### config.mk
export PLATFORM = sky130hd
export DESIGN_NAME = lsu_dbus
export DESIGN_NICKNAME = d
export VERILOG_FILES = /design/src/rtl/lsu_pkg.sv /design/src/rtl/lsu_align.sv /design/src/rtl/lsu_dbus.sv
export SDC_FILE = /design/constraint.sdc
export NUM_CORES = 1
export LEC_CHECK = 0
export BUFFER_PORTS_ARGS = -buffer_cell sky130_fd_sc_hd__buf_4
export CORE_MARGIN = 2
export CORE_UTILIZATION = 30
export DETAILED_ROUTE_END_ITERATION = 10
export PLACE_DENSITY_LB_ADDON = 0.05
export RECOVER_POWER = 50
export SLEW_MARGIN = 15
export SYNTH_ARGS = -nofsm -noshare
export SYNTH_HDL_FRONTEND = slang
export SYNTH_HIERARCHICAL = 1
export SYNTH_SLANG_ARGS = --single-unit
### constraint.sdc
create_clock -name clk -period 4 [get_ports clk]
set_clock_uncertainty 0.1 [all_clocks]
set_input_delay 0.8 -clock clk [delete_from_list [all_inputs] [get_ports clk]]
set_output_delay 0.8 -clock clk [all_outputs]
set_load 0.005 [all_outputs]
### src/rtl/lsu_pkg.sv
// Shared types and decode helpers for the load/store unit.
package lsu_pkg;

    typedef enum logic [2:0] {
        MM_B    = 3'b000,
        MM_H    = 3'b001,
        MM_W    = 3'b010,
        MM_BU   = 3'b011,
        MM_HU   = 3'b100,
        MM_NONE = 3'b111
    } mem_mode_e;

    typedef enum logic [1:0] {
        ST_IDLE,
        ST_REQ,
        ST_WAIT_RSP,
        ST_DONE
    } lsu_state_e;

    // Unsigned modes only exist for loads; a single instruction cannot both load and store.
    function automatic logic is_legal_mode(input logic [2:0] mode, input logic rd, input logic wr);
        logic legal;
        legal = (mode <= 3'b100) && !(rd && wr)
                && !(wr && (mode == 3'b011 || mode == 3'b100));
        return legal;
    endfunction

    function automatic logic is_misaligned(input logic [2:0] mode, input logic [1:0] addr_lo);
        logic mis;
        case (mem_mode_e'(mode))
            MM_H, MM_HU: mis = addr_lo[0];
            MM_W:        mis = (addr_lo != 2'b00);
            default:     mis = 1'b0;
        endcase
        return mis;
    endfunction

endpackage

### src/rtl/lsu_align.sv
// Byte-lane steering: store enables/replication and load extraction/extension.
module lsu_align
    import lsu_pkg::*;
(
    input  logic [2:0]  mode,
    input  logic [1:0]  addr_lo,
    input  logic [31:0] wdata,
    input  logic [31:0] rdata,
    output logic [3:0]  be,
    output logic [31:0] wdata_lanes,
    output logic [31:0] rdata_ext
);

    logic [7:0]  byte_sel;
    logic [15:0] half_sel;

    always_comb begin
        byte_sel    = rdata[8*addr_lo +: 8];
        half_sel    = addr_lo[1] ? rdata[31:16] : rdata[15:0];
        be          = 4'b0000;
        wdata_lanes = wdata;
        rdata_ext   = rdata;
        case (mem_mode_e'(mode))
            MM_B: begin
                be          = 4'b0001 << addr_lo;
                wdata_lanes = {4{wdata[7:0]}};
                rdata_ext   = {{24{byte_sel[7]}}, byte_sel};
            end
            MM_BU: begin
                be          = 4'b0001 << addr_lo;
                wdata_lanes = {4{wdata[7:0]}};
                rdata_ext   = {24'd0, byte_sel};
            end
            MM_H: begin
                be          = addr_lo[1] ? 4'b1100 : 4'b0011;
                wdata_lanes = {2{wdata[15:0]}};
                rdata_ext   = {{16{half_sel[15]}}, half_sel};
            end
            MM_HU: begin
                be          = addr_lo[1] ? 4'b1100 : 4'b0011;
                wdata_lanes = {2{wdata[15:0]}};
                rdata_ext   = {16'd0, half_sel};
            end
            MM_W: begin
                be = 4'b1111;
            end
            default: begin
                be = 4'b0000;
            end
        endcase
    end

endmodule

### src/rtl/lsu_dbus.sv
// Load/store unit FSM: issues one data-bus access per instruction and stalls until it completes.
module lsu_dbus
    import lsu_pkg::*;
#(
    parameter int ADDR_W         = 32,
    parameter int TIMEOUT_CYCLES = 16
) (
    input  logic              clk,
    input  logic              rst_n,
    input  logic              rd_en,
    input  logic              wr_en,
    input  logic [2:0]        mem_mode,
    input  logic [ADDR_W-1:0] addr,
    input  logic [31:0]       wdata,
    input  logic              flush,
    output logic              stall,
    output logic [31:0]       load_data,
    output logic              load_valid,
    output logic              misalign_exc,
    output logic              fault_exc,
    output logic [ADDR_W-1:0] fault_addr,
    output logic              dbus_valid,
    input  logic              dbus_ready,
    output logic              dbus_we,
    output logic [ADDR_W-1:0] dbus_addr,
    output logic [3:0]        dbus_be,
    output logic [31:0]       dbus_wdata,
    input  logic              dbus_rvalid,
    input  logic [31:0]       dbus_rdata
);

    localparam int CNT_W = $clog2(TIMEOUT_CYCLES + 1);

    lsu_state_e        state;
    logic [2:0]        mode_reg;
    logic [ADDR_W-1:0] addr_reg;
    logic              squashed;
    logic [CNT_W-1:0]  tmo_cnt;

    logic              op;
    logic [2:0]        align_mode;
    logic [1:0]        align_lo;
    logic [3:0]        be;
    logic [31:0]       wdata_lanes;
    logic [31:0]       rdata_ext;
    logic              last_cycle;
    logic              expired;

    assign op    = (rd_en | wr_en) & ~flush;
    assign stall = op & (state != ST_DONE);

    // Live inputs drive the lane logic at issue; afterwards the latched access does.
    assign align_mode = (state == ST_IDLE) ? mem_mode : mode_reg;
    assign align_lo   = (state == ST_IDLE) ? addr[1:0] : addr_reg[1:0];

    // last_cycle: final cycle in which completion is still allowed; expired: already past it.
    assign last_cycle = (tmo_cnt >= CNT_W'(TIMEOUT_CYCLES - 1));
    assign expired    = (tmo_cnt >= CNT_W'(TIMEOUT_CYCLES));

    lsu_align u_align (
        .mode        (align_mode),
        .addr_lo     (align_lo),
        .wdata       (wdata),
        .rdata       (dbus_rdata),
        .be          (be),
        .wdata_lanes (wdata_lanes),
        .rdata_ext   (rdata_ext)
    );

    always_ff @(posedge clk) begin
        if (!rst_n) begin
            state        <= ST_IDLE;
            mode_reg     <= 3'b000;
            addr_reg     <= '0;
            squashed     <= 1'b0;
            tmo_cnt      <= '0;
            load_data    <= 32'd0;
            load_valid   <= 1'b0;
            misalign_exc <= 1'b0;
            fault_exc    <= 1'b0;
            fault_addr   <= '0;
            dbus_valid   <= 1'b0;
            dbus_we      <= 1'b0;
            dbus_addr    <= '0;
            dbus_be      <= 4'b0000;
            dbus_wdata   <= 32'd0;
        end else begin
            load_valid   <= 1'b0;
            misalign_exc <= 1'b0;
            fault_exc    <= 1'b0;
            case (state)
                ST_IDLE: begin
                    if (op) begin
                        if (!is_legal_mode(mem_mode, rd_en, wr_en)) begin
                            fault_exc  <= 1'b1;
                            fault_addr <= addr;
                            state      <= ST_DONE;
                        end else if (is_misaligned(mem_mode, addr[1:0])) begin
                            misalign_exc <= 1'b1;
                            fault_addr   <= addr;
                            state        <= ST_DONE;
                        end else begin
                            addr_reg   <= addr;
                            mode_reg   <= mem_mode;
                            dbus_addr  <= {addr[ADDR_W-1:2], 2'b00};
                            dbus_be    <= be;
                            dbus_wdata <= wdata_lanes;
                            dbus_we    <= wr_en;
                            dbus_valid <= 1'b1;
                            squashed   <= 1'b0;
                            tmo_cnt    <= '0;
                            state      <= ST_REQ;
                        end
                    end
                end
                ST_REQ: begin
                    if (dbus_ready) begin
                        dbus_valid <= 1'b0;
                        squashed   <= flush;
                        tmo_cnt    <= tmo_cnt + 1'b1;
                        state      <= dbus_we ? ST_DONE : ST_WAIT_RSP;
                    end else if (flush) begin
                        dbus_valid <= 1'b0;
                        state      <= ST_IDLE;
                    end else if (last_cycle) begin
                        dbus_valid <= 1'b0;
                        fault_exc  <= 1'b1;
                        fault_addr <= addr_reg;
                        state      <= ST_DONE;
                    end else begin
                        tmo_cnt <= tmo_cnt + 1'b1;
                    end
                end
                ST_WAIT_RSP: begin
                    // A squashed load still drains its response, but reports nothing.
                    if (dbus_rvalid && !expired) begin
                        if (squashed || flush) begin
                            state <= ST_IDLE;
                        end else begin
                            load_data  <= rdata_ext;
                            load_valid <= 1'b1;
                            state      <= ST_DONE;
                        end
                    end else if (last_cycle) begin
                        if (squashed || flush) begin
                            state <= ST_IDLE;
                        end else begin
                            fault_exc  <= 1'b1;
                            fault_addr <= addr_reg;
                            state      <= ST_DONE;
                        end
                    end else begin
                        tmo_cnt <= tmo_cnt + 1'b1;
                        if (flush) begin
                            squashed <= 1'b1;
                        end
                    end
                end
                ST_DONE: begin
                    state <= ST_IDLE;
                end
                default: begin
                    state <= ST_IDLE;
                end
            endcase
        end
    end

endmodule
-- After elaboration in Yosys (flattened, before gate mapping)
Index checks and enable logic that the tools add are counted.
- magnitude comparators: 3
- add/sub/neg operators: 1
- shift operators: 2
- mux-type cells: 66
- eq/ne operators: 28
- bitwise logic cells: 6
- reduce and logical (&&, ||, !) cells: 27
- operators with widths (operator ; number):
    two-way mux 32 bit ; 9
    one-hot mux 32 bit (4 select lines) ; 1
    one-hot mux 32 bit (3 select lines) ; 1
    one-hot mux 32 bit (2 select lines) ; 1
    two-way mux 5 bit ; 7
    variable part select 32 x 6 -> 8 bit ; 1
    two-way mux 1 bit ; 27
    inequality test 2 bit, second input constant ; 12
    two-way mux 2 bit ; 10
    two-way mux 16 bit ; 1
    one-hot mux 5 bit (3 select lines) ; 1
    equality test 3 x 2 -> 1 bit, second input constant ; 4
    one-hot mux 4 bit (3 select lines) ; 1
    AND reduction 3 bit ; 3
    AND reduction 9 bit ; 1
    one-hot mux 2 bit (4 select lines) ; 1
    AND reduction 4 bit ; 2
    AND reduction 8 bit ; 1
    equality test 3 x 1 -> 1 bit, second input constant ; 2
    equality test 3 bit, second input constant ; 2
    inequality test 3 bit, second input constant ; 2
    one-hot mux 1 bit (3 select lines) ; 2
    AND reduction 6 bit ; 1
    OR reduction 2 bit ; 3
    24 further kinds ; 37
- register bits: 178
- output and inout port bits: 138
- input port bits: 106

-- Depth between registers and ports, before layout
Gate-level depths: netlist of run 1.
- depth in word-level cells: 13
- depth in mapped cells: 13
- mapped depth without buffers: 9

-- Hierarchy
Netlist of run 1, hierarchy kept.
- by module, submodules not included (module ; cells each ; times used ; sequential area each (um2) ; area each (um2)):
    lsu_dbus ; 796 ; 1 ; 2962.8 ; 6770.2
    lsu_align ; 270 ; 1 ; 0.0 ; 1896.8

-- Worst setup path before layout of run 1
Ideal clock, no wire load.
- kind: flip-flop to flip-flop
- start: register state[0]
- end: register load_data[12]
- path slack: 1260 ps
- path buffers: 4
- cell stages (with the launch flop): 13
- arrival time: 2518 ps
- required time: 3778 ps
- cells stage by stage: dfxtp_1 -> inv_1 -> ha_1 -> buf_1 -> mux2_2 -> buf_4 -> and3b_1 -> buf_6 -> buf_6 -> a221o_1 -> a221o_1 -> nand2_1 -> a21boi_0
- longest elaborated chain between the ends: 4
- elaborated cells on any way between the ends: 12
- those cells by class: 4 x eq/ne; 1 x shift; 4 x mux; 3 x reduce/logical
- ends and longest elaborated chain (item ; line ; text):
    start: declaration ; lsu_dbus.sv:34 ; lsu_state_e state;
    start signal: assignment ; lsu_dbus.sv:121 ; state <= dbus_we ? ST_DONE : ST_WAIT_RSP;
    zero test 2 bit (*) ; lsu_dbus.sv:54 ; assign align_lo = (state == ST_IDLE) ? addr[1:0] : addr_reg[1:0];
    two-way mux 2 bit (*) ; lsu_dbus.sv:54 ;
    via align_lo[1] ; lsu_dbus.sv:42 ; logic [1:0] align_lo;
    variable part select 32 x 6 -> 8 bit or two-way mux 16 bit (tied branches) ; lsu_align.sv:18, lsu_align.sv:19 ;
    one-hot mux 32 bit (4 select lines) (*) ; lsu_align.sv:23 ; case (mem_mode_e'(mode))
    via rdata_ext[12] ; lsu_dbus.sv:45 ; logic [31:0] rdata_ext;
    end signal: assignment ; lsu_dbus.sv:140 ; load_data <= rdata_ext;
    end: declaration ; lsu_dbus.sv:17 ; output logic [31:0] load_data,
Mark *: on every way through the listed nets, which the timed path passes. The rest lies on a longest branch.
A chain may end at the register's enable or synchronous reset.

-- Final worst setup path of run 1
- start: input mem_mode[1]
- end: register addr_reg[0]
- longest elaborated chain between the ends: 9
- elaborated cells on any way between the ends: 18
- those cells by class: 1 x order compare; 4 x eq/ne; 5 x mux; 1 x bitwise; 7 x reduce/logical
- ends and longest elaborated chain (item ; line ; text):
    start: declaration ; lsu_dbus.sv:12 ; input logic [2:0] mem_mode,
    equality test 3 bit or equality test 3 x 1 -> 1 bit (tied branches) ; lsu_pkg.sv:24, lsu_pkg.sv:30 ;
    OR reduction 2 bit ; lsu_pkg.sv:30 ; case (mem_mode_e'(mode))
    one-hot mux 1 bit (2 select lines) ; lsu_pkg.sv:30 ;
    two-way mux 1 bit ; lsu_dbus.sv:94 ; if (!is_legal_mode(mem_mode, rd_en, wr_en)) begin
    two-way mux 1 bit ; lsu_dbus.sv:93 ; if (op) begin
    two-way mux 1 bit ; lsu_dbus.sv:91 ; case (state)
    two-way mux 1 bit ; lsu_dbus.sv:71 ; if (!rst_n) begin
    NOT 1 bit (no source line) ; - ;
    AND reduction 4 bit (no source line) (*) ; - ;
    end signal: assignment ; lsu_dbus.sv:103 ; addr_reg <= addr;
    end: declaration ; lsu_dbus.sv:36 ; logic [ADDR_W-1:0] addr_reg;
Mark *: on every way between the ends. The rest lies on a longest branch, timed or not. The select of a mux whose other input is x is not followed.

==> results.cfg, run 1 <==
[setup_path]
worst-path-max-fanout = 32
timing.critical_path.buf_inv = 2
endpoint_kind = flop
timing.critical_path.cells = clkbuf_1 -> xor2_1 -> a22o_1 -> a2111oi_4 -> clkbuf_1 -> nand2_1 -> a21boi_0
timing.setup.critical_path_class = primary input to flop
slowest_stage = clkbuf_1
cp_data_arrival_time_ns = 3.43
startpoint_type = primary input
worst-endpoint-required_ns = 4.25
critical_path.top_delay_family = buffers and inverters
cpMostUsedCell = clkbuf_1
maximum_cell_stage_delay_along_the_critical_path_ns = 1.28

[timing]
report.final.setup_viol = 0
hold_viol_final = 0
timing_max_transition_violations_final = 33
post-route-period-util_pct = 79.7
period_needed_ns = 3.19
finalHoldWorstSlack_ns = 0.351
worst_slew_margin_rel_pct = -14.9
fmax_ghz = 0.314
max_slew.worst_pin.slew_ns = 1.72
aggregate_negative_setup_slack_ns = 0
grt_setup_unrepaired = false

[placed_design]
dpl.hpwl_um = 19500
io_buffers = 241
gp_congestion = 0.779

[routing]
routed_wl_um = 28500
ant_nets = 0
detail_route.wl_per_cell_um = 17.6
drt_iter0_drc = 483
drt_pass1_iterations = 5
vias_per_cell = 5.00
drcViolationCount = 0
route.vias.total = 8082

[clock_network]
cts_buffer_depth = 2
post_cts_buffers = 0
ctsHoldBuffers = 0
cts_made_buffers = 17
h-tree-depth = 4
worst_skew_pair.late_latency_ns = 0.42
clk_pin_slew_worst_paths_ns = 0.06
cts-resized-gates = 0
cts_tree = built
cts_root_buf = clkbuf_16
cts_num_sinks = 148

[global_routing]
grt_overflow = 0
grt_pass1_vias = 7491
grt_first_pass_wirelength_um = 44300
global_route.usage.total_pct = 18.4
initial_antenna_violation_count = 0
grt_start_max_net_pins = 116

[logic_synthesis]
synthMostInstantiatedCell = nand2_1
async_reset_ff_share_pct = 0
ys_types = 65
synth.cell_area_um2 = 8670
yosys_warnings = 6
register_area_share_after_synthesis_pct = 34.2
yosysTopAreaCell = dfxtp_1
synth.top_cell.area_share_pct = 34.2
postSynthCellCount = 1066
yosys-top-cells-count = nand2_1, dfxtp_1, a21boi_1
synth-edff-count = 0
ys_top_cells_by_area = dfxtp_1, nand2_1, a21boi_1
yosys_register_bits = 148
syn_avg_cell_area_um2 = 8.13
synth_flop_cell = dfxtp_1

[floorplanning]
fp.dieW_um = 174
rows = 62
core_region_area_um2 = 28500
number_of_top_level_design_ports = 244
floorplan.initialDensity_pct = 30.4
die-height_um = 174
die_footprint_um2 = 30300

[final_layout]
layout-area-overhead-vs-synth_pct = 24.7
antennaDiodeCount = 0
final_core_utilization_pct = 37.9
total_nets_final = 1331
drive_gt1_share_pct = 23.4

[power_and_ir_drop]
power_density_nw_per_um2 = 666
p_leak_nw = 4.30
vdd_drop_max_mv = 0.296

[outcome]
violations = capacitance limit, slew limit
outcome = complete, but fails checks

[worst_hold_path]
min-delay-path-class = flop to flop

[job]
number_of_max_cap_violations = 1
tightest hold or removal path, stage by stage, from the launching register on:
cell and delay (ns):
dfxtp_1 0.31, nand2_1 0.05, a21boi_1 0.05
area by class of cell:
class	count	area [um^2]
Fill cell	3120	17700
Multi-Input combinational cell	780	4930
Sequential cell	148	2960
Timing Repair Buffer	261	1820
Tap cell	384	480
Clock buffer	17	425
Clock inverter	15	146
Inverter	11	41.3
per-stage QoR:
stage	total power, mW	cell area [um^2]	setup WS, ns	std cells
5_1_grt	7.75	10800	0.449	1616
3_5_place_dp	5.72	10400	0.785	1584
6_report	7.20	10800	0.813	1616
4_1_cts	7.38	11000	0.858	1616
3_3_place_gp	5.71	10400	0.831	1584
2_1_floorplan	4.58	8670	1.26	1067
final timing paths:
kind,to,slack (ns),from,cells after the start
worst max-delay path,addr_reg[0],0.81,mem_mode[1],7
worst min-delay path,mode_reg[2],0.35,mode_reg[2],2
worst max register to register,load_data[24],0.87,state[0],8
worst min register to register,mode_reg[2],0.35,mode_reg[2],2
cells in the final DEF (no fill, tap or decap), drive strengths merged, types with 3 or more instances in the layout:
cell and count:
nand2 302, clkbuf 151, dfxtp 148, buf 127, a21boi 106, mux2i 51
o211ai 40, nand2b 33, a22o 27, mux2 21, a221o 21, a22oi 20
o21ai 19, a21oi 17, nor2 17, inv 17, o22ai 11, o21bai 9
o22a 9, o221ai 9, nor2b 6, ha 6, or2 5, clkinv 5
and3 4, and2 3, clkinvlp 3, nor3b 3, a221oi 3, a2111oi 3
power breakdown:
group / switching, mW / internal [mW] / total, mW
Clock: 0.737 / 0.875 / 1.61
Combinational: 2.13 / 1.58 / 3.71
Sequential: 0.140 / 1.74 / 1.88
routing by layer:
metal  global-route usage, %  wire length [um]  vias to the layer above
met4                    4.34               274                        0
met2                    29.1             13000                      259
met5                       0                 0                        -
met3                    4.13              1560                       22
met1                    25.5             13700                     3769
li1                        -                 -                     4032
cell families (layout without fill, tap and decap cells):
logic type      after synthesis  count (layout)  share of synthesized area [%]
compound gates              314             314                           28.0
mux                          73              73                           8.88
simple gates                383             383                           18.7
fa+ha+maj                     6               6                          0.866
other cells                   1               2                         0.0433
flops                       148             148                           34.2
xor+xnor                      2               2                          0.202
buf+inv                     139             304                           9.11
Note: power is estimated with default switching activity, not from simulation.
==> run 2, diff against run 1 <==
clock period = 3 ns   (was 4 ns; I/O delays follow)
==> run 2 against run 1 <==
- sequential share of layout area down 0.34 points
- largest power group unchanged
- critical path depth up 1
- combinational power up 38%
- the run now ends clean
==> results.cfg, run 2 (same netlist as run 1, synthesis figures left out) <==
[worst_hold_path]
timing.hold.worst_path_depth = 3
holdCritStartpoint = addr[15]
min-delay-path-class = primary input to flop
holdPathEnd = addr_reg[15]

[setup_path]
setup.reg_to_reg.worst_slack_ns = 0.23
worst-path-max-fanout = 16
endpoint_kind = flop
timing.setup.critical_path_class = flop to flop
reg2reg_to = load_data[25]
worst-endpoint-required_ns = 3.21
worst_r2r_startpoint = state[0]
startpoint_type = flop
reg2reg_depth = 8
cp_data_arrival_time_ns = 2.97

[clock_network]
cts_buffer_depth = 2
cts-resized-gates = 0
post_cts_buffers = 0
cts_tree = built
cts_num_sinks = 148
h-tree-depth = 4
ctsHoldBuffers = 0
worst_skew_pair.late_latency_ns = 0.42
cts_root_buf = clkbuf_16
cts_made_buffers = 17
clk_pin_slew_worst_paths_ns = 0.07

[timing]
worst_setup_margin_ns = 0.232
report.final.setup_viol = 0
post-route-period-util_pct = 92.3
max_slew.worst_pin.slew_ns = 1.05
grt_setup_unrepaired = false
fmax_ghz = 0.361
hold_viol_final = 0
period_needed_ns = 2.77
worst_slew_margin_rel_pct = 29.7
aggregate_negative_setup_slack_ns = 0
timing_max_transition_violations_final = 0

[final_layout]
final_cell_mix = nand2_1, dfxtp_1, buf_4, clkbuf_4, a21boi_1
layout-area-overhead-vs-synth_pct = 26.3
mostFrequentLayoutCell = nand2_1
area_used_by_multi_input_combinational_logic_um2 = 4950
final_cell_count_no_fill = 1628
antennaDiodeCount = 0
layout.filler_cells = 3071
drive_gt1_share_pct = 24.4
layout.area.seq_um2 = 2960
total_nets_final = 1343

[job]
number_of_max_cap_violations = 0

[power_and_ir_drop]
p_leak_nw = 4.37
vdd_drop_max_mv = 0.520
power_density_nw_per_um2 = 895

[routing]
detail_route.wl_per_cell_um = 17.5
drt_pass1_iterations = 5
ant_nets = 0
routed_wl_um = 28500
drt_iter0_drc = 451
vias_per_cell = 4.97
drcViolationCount = 0
route.vias.total = 8093

[floorplanning]
die-height_um = 174
number_of_top_level_design_ports = 244
fp.dieW_um = 174
die_footprint_um2 = 30300
core_region_area_um2 = 28500
floorplan.initialDensity_pct = 30.4
rows = 62

[placed_design]
place.detailed.instances = 1596
gp_congestion = 0.803
io_buffers = 241
dpl_worst_slack_ns = 0.191
dpl.hpwl_um = 19500

[global_routing]
grt_start_max_net_pins = 137
grt_first_pass_wirelength_um = 45000
grt_pass1_vias = 7825
initial_antenna_violation_count = 0
grt_overflow = 0
global_route.usage.total_pct = 18.5

[outcome]
outcome = finished clean
[run 2: cell count changes in the layout (fill, tap and decap cells not counted), sizes merged]
cell	delta
clkinv	-2
buf	+8
inv	+1
clkbuf	+5
[run 2: through the flow]
stage	util [%]	hold WS (ns)	power (mW)	cell area (um^2)
floorplan	-	0.333	6.11	8670
detailed placement	36.9	0.346	7.79	10500
global route	38.3	0.312	10.5	10900
CTS	38.9	0.298	10.0	11100
finish	38.3	0.323	9.80	10900
global placement	36.9	0.344	7.80	10500
[run 2: report_power, final]
group          leakage [nW]  switching [mW]  total [mW]  internal (mW)
Combinational          2.90            2.87        5.13           2.26
Sequential             1.20           0.187        2.51           2.32
Clock                 0.277           0.991        2.16           1.17
Total                  4.37            4.05        9.80           5.75
[run 2: critical path, cell delays in order, from the launching register on]
cell	delay, ns
dfxtp_1	0.33
inv_1	0.11
ha_2	0.35
mux2_2	0.40
mux4_2	0.48
o21ai_2	0.59
nand2_1	0.14
nand2_1	0.09
a21boi_0	0.07
[run 2: how the worst max path moves through the flow]
stage               startpoint            end
global placement      state[0]   load_data[7]
CTS                   state[0]   load_data[9]
finish                state[0]  load_data[25]
floorplan             state[0]  load_data[12]
global route          state[0]  load_data[22]
detailed placement    state[0]  load_data[10]
[run 2: area by class of cell]
type,instances,share of cell area (%)
Timing Repair Buffer,273,17.7
Clock buffer,18,3.92
Tap cell,384,4.39
Multi-Input combinational cell,780,45.2
Sequential cell,148,27.1
Inverter,11,0.412
Clock inverter,14,1.30
[run 2: per-layer routing]
layer | share of wire, % | GRT usage (%)
met5 | 0 | 0
met4 | 1.5 | 4.90
met3 | 5.3 | 4.51
met2 | 45 | 29.3
met1 | 49 | 25.1
==> run 3, diff against run 2 <==
RECOVER_POWER = 100   (was 50)
==> run 3 against run 2 <==
- non-clock buffer count unchanged
- sequential share of layout area is 0.11 points higher
- die area unchanged
- final cell count unchanged
- hold slack gained 0.012 ns
- combinational power down 1%
- sequential power hardly changed
==> results.cfg, run 3 (same netlist as run 1, synthesis figures left out) <==
[outcome]
outcome = finished clean

[power_and_ir_drop]
power.share.sequential_pct = 25.8
power.switching_fraction_pct = 41.4
power.share.combinational_pct = 52.0
vdd_drop_max_mv = 0.484
power_density_nw_per_um2 = 893
p_leak_nw = 4.32
switchingPower_mw = 4.03
cellInternalPower_mw = 5.70
clkPwrFrac_pct = 22.2

[placed_design]
gp_congestion = 0.803
dpl.hpwl_um = 19500
io_buffers = 241
place.detailed.instances = 1596

[timing]
post-route-period-util_pct = 93.1
timing_max_transition_violations_final = 0
grt_setup_unrepaired = false
aggregate_negative_setup_slack_ns = 0
report.final.setup_viol = 0
max_slew.worst_pin.slew_ns = 1.03
period_needed_ns = 2.79
fmax_ghz = 0.358
hold_viol_final = 0
worst_slew_margin_rel_pct = 29.6

[clock_network]
cts_made_buffers = 17
cts_root_buf = clkbuf_16
clk_pin_slew_worst_paths_ns = 0.08
h-tree-depth = 4
worst_skew_pair.late_latency_ns = 0.42
cts_buffer_depth = 2
cts_tree = built
cts_num_sinks = 148
ctsHoldBuffers = 0

[setup_path]
worst-endpoint-required_ns = 3.21
cpMostUsedCell = mux2_2
worst-path-max-fanout = 13
worst_r2r_startpoint = state[0]
maximum_cell_stage_delay_along_the_critical_path_ns = 0.50
endpoint_kind = flop
cp_data_arrival_time_ns = 3.01
setup.reg_to_reg.worst_slack_ns = 0.21
slowest_stage = mux2_2
timing.critical_path.cells = inv_1 -> ha_2 -> mux2_2 -> buf_4 -> xor2_1 -> nor2_2 -> clkbuf_4 -> mux2_2 -> nand2_1 -> a21boi_0
reg2reg_to = dbus_wdata[9]
timing.setup.critical_path_class = flop to flop
reg2reg_depth = 10
startpoint_type = flop

[floorplanning]
floorplan.initialDensity_pct = 30.4
die_footprint_um2 = 30300
number_of_top_level_design_ports = 244
fp.dieW_um = 174
rows = 62
die-height_um = 174
core_region_area_um2 = 28500

[global_routing]
grt_overflow = 0
grt_first_pass_wirelength_um = 45000
global_route.usage.total_pct = 18.5
initial_antenna_violation_count = 0
grt_start_max_net_pins = 137
grt_pass1_vias = 7825

[worst_hold_path]
min-delay-path-class = primary input to flop
timing.hold.worst_path_depth = 3
holdCritStartpoint = addr[26]
holdPathEnd = addr_reg[26]

[final_layout]
drive_gt1_share_pct = 24.0
layout-area-overhead-vs-synth_pct = 25.8
final_cell_mix = nand2_1, dfxtp_1, buf_4, clkbuf_4, a21boi_0
final_cell_count_no_fill = 1628
mostFrequentLayoutCell = nand2_1
antennaDiodeCount = 0
total_nets_final = 1343

[routing]
ant_nets = 0
route.vias.total = 8082
drt_iter0_drc = 378
routed_wl_um = 28400
detail_route.wl_per_cell_um = 17.4
drt_pass1_iterations = 4
drcViolationCount = 0
vias_per_cell = 4.96

[job]
number_of_max_cap_violations = 0
## run 3: power groups by stage
stage / sequential [mW] / clock, mW / combinational [mW]
6_report: 2.51 / 2.16 / 5.06
3_5_place_dp: 2.56 / 0 / 5.23
4_1_cts: 2.52 / 2.24 / 5.24
2_1_floorplan: 2.56 / 0 / 3.55
3_3_place_gp: 2.55 / 0 / 5.24
5_1_grt: 2.56 / 2.31 / 5.59
## run 3: how the worst max path moves through the flow
stage	cells past startpoint	end	slack (ns)	startpoint
after global routing	10	dbus_wdata[9]	0.02	state[0]
after global placement	9	load_data[7]	0.21	state[0]
after CTS	8	load_data[9]	0.19	state[0]
after floorplan	12	load_data[12]	0.26	state[0]
final	10	dbus_wdata[9]	0.21	state[0]
after detailed placement	8	load_data[10]	0.19	state[0]
## run 3: metrics by stage
| stage | area [um^2] | utilization (%) | setup slack (ns) | power (mW) | hold WS, ns |
|---|---|---|---|---|---|
| final | 10900 | 38.2 | 0.208 | 9.73 | 0.334 |
| after floorplan | 8670 | - | 0.260 | 6.11 | 0.333 |
| after CTS | 11100 | 38.9 | 0.190 | 10.0 | 0.298 |
| after detailed placement | 10500 | 36.9 | 0.191 | 7.79 | 0.346 |
| after global placement | 10500 | 36.9 | 0.213 | 7.80 | 0.344 |
| after global routing | 10900 | 38.2 | 0.0159 | 10.5 | 0.315 |
## run 3: metal layers
layer / share of wire (%) / global-route usage, % / vias up / wire length (um)
met4: 1.5 / 4.90 / 0 / 422
met5: 0 / 0 / - / 0
li1: - / - / 4049 / -
met3: 5.1 / 4.51 / 24 / 1440
met2: 45 / 29.3 / 224 / 12700
met1: 49 / 25.1 / 3785 / 13800
## run 3: layout make-up
class / instances / area (um^2)
inverter: 11 / 45.0
clock buffer: 18 / 429
tap: 384 / 480
sequential: 148 / 2960
multi-input combinational: 780 / 4940
fill: 3075 / 17600
clock inverter: 14 / 143
timing repair buffer: 273 / 1900
## run 3: timing repair
item                       4_1_cts  5_1_grt
resized for setup                0        3
setup endpoints to repair        0       12
setup buffers                    0        0
## run 3: worst max-delay path: cells and delay by family, from the launching register on
kind	cells	cell delay [ns]
mux	2	0.87
buf+inv	3	0.59
fa+ha+maj	1	0.35
flops	1	0.33
xor+xnor	1	0.20
simple gates	2	0.14
compound gates	1	0.10
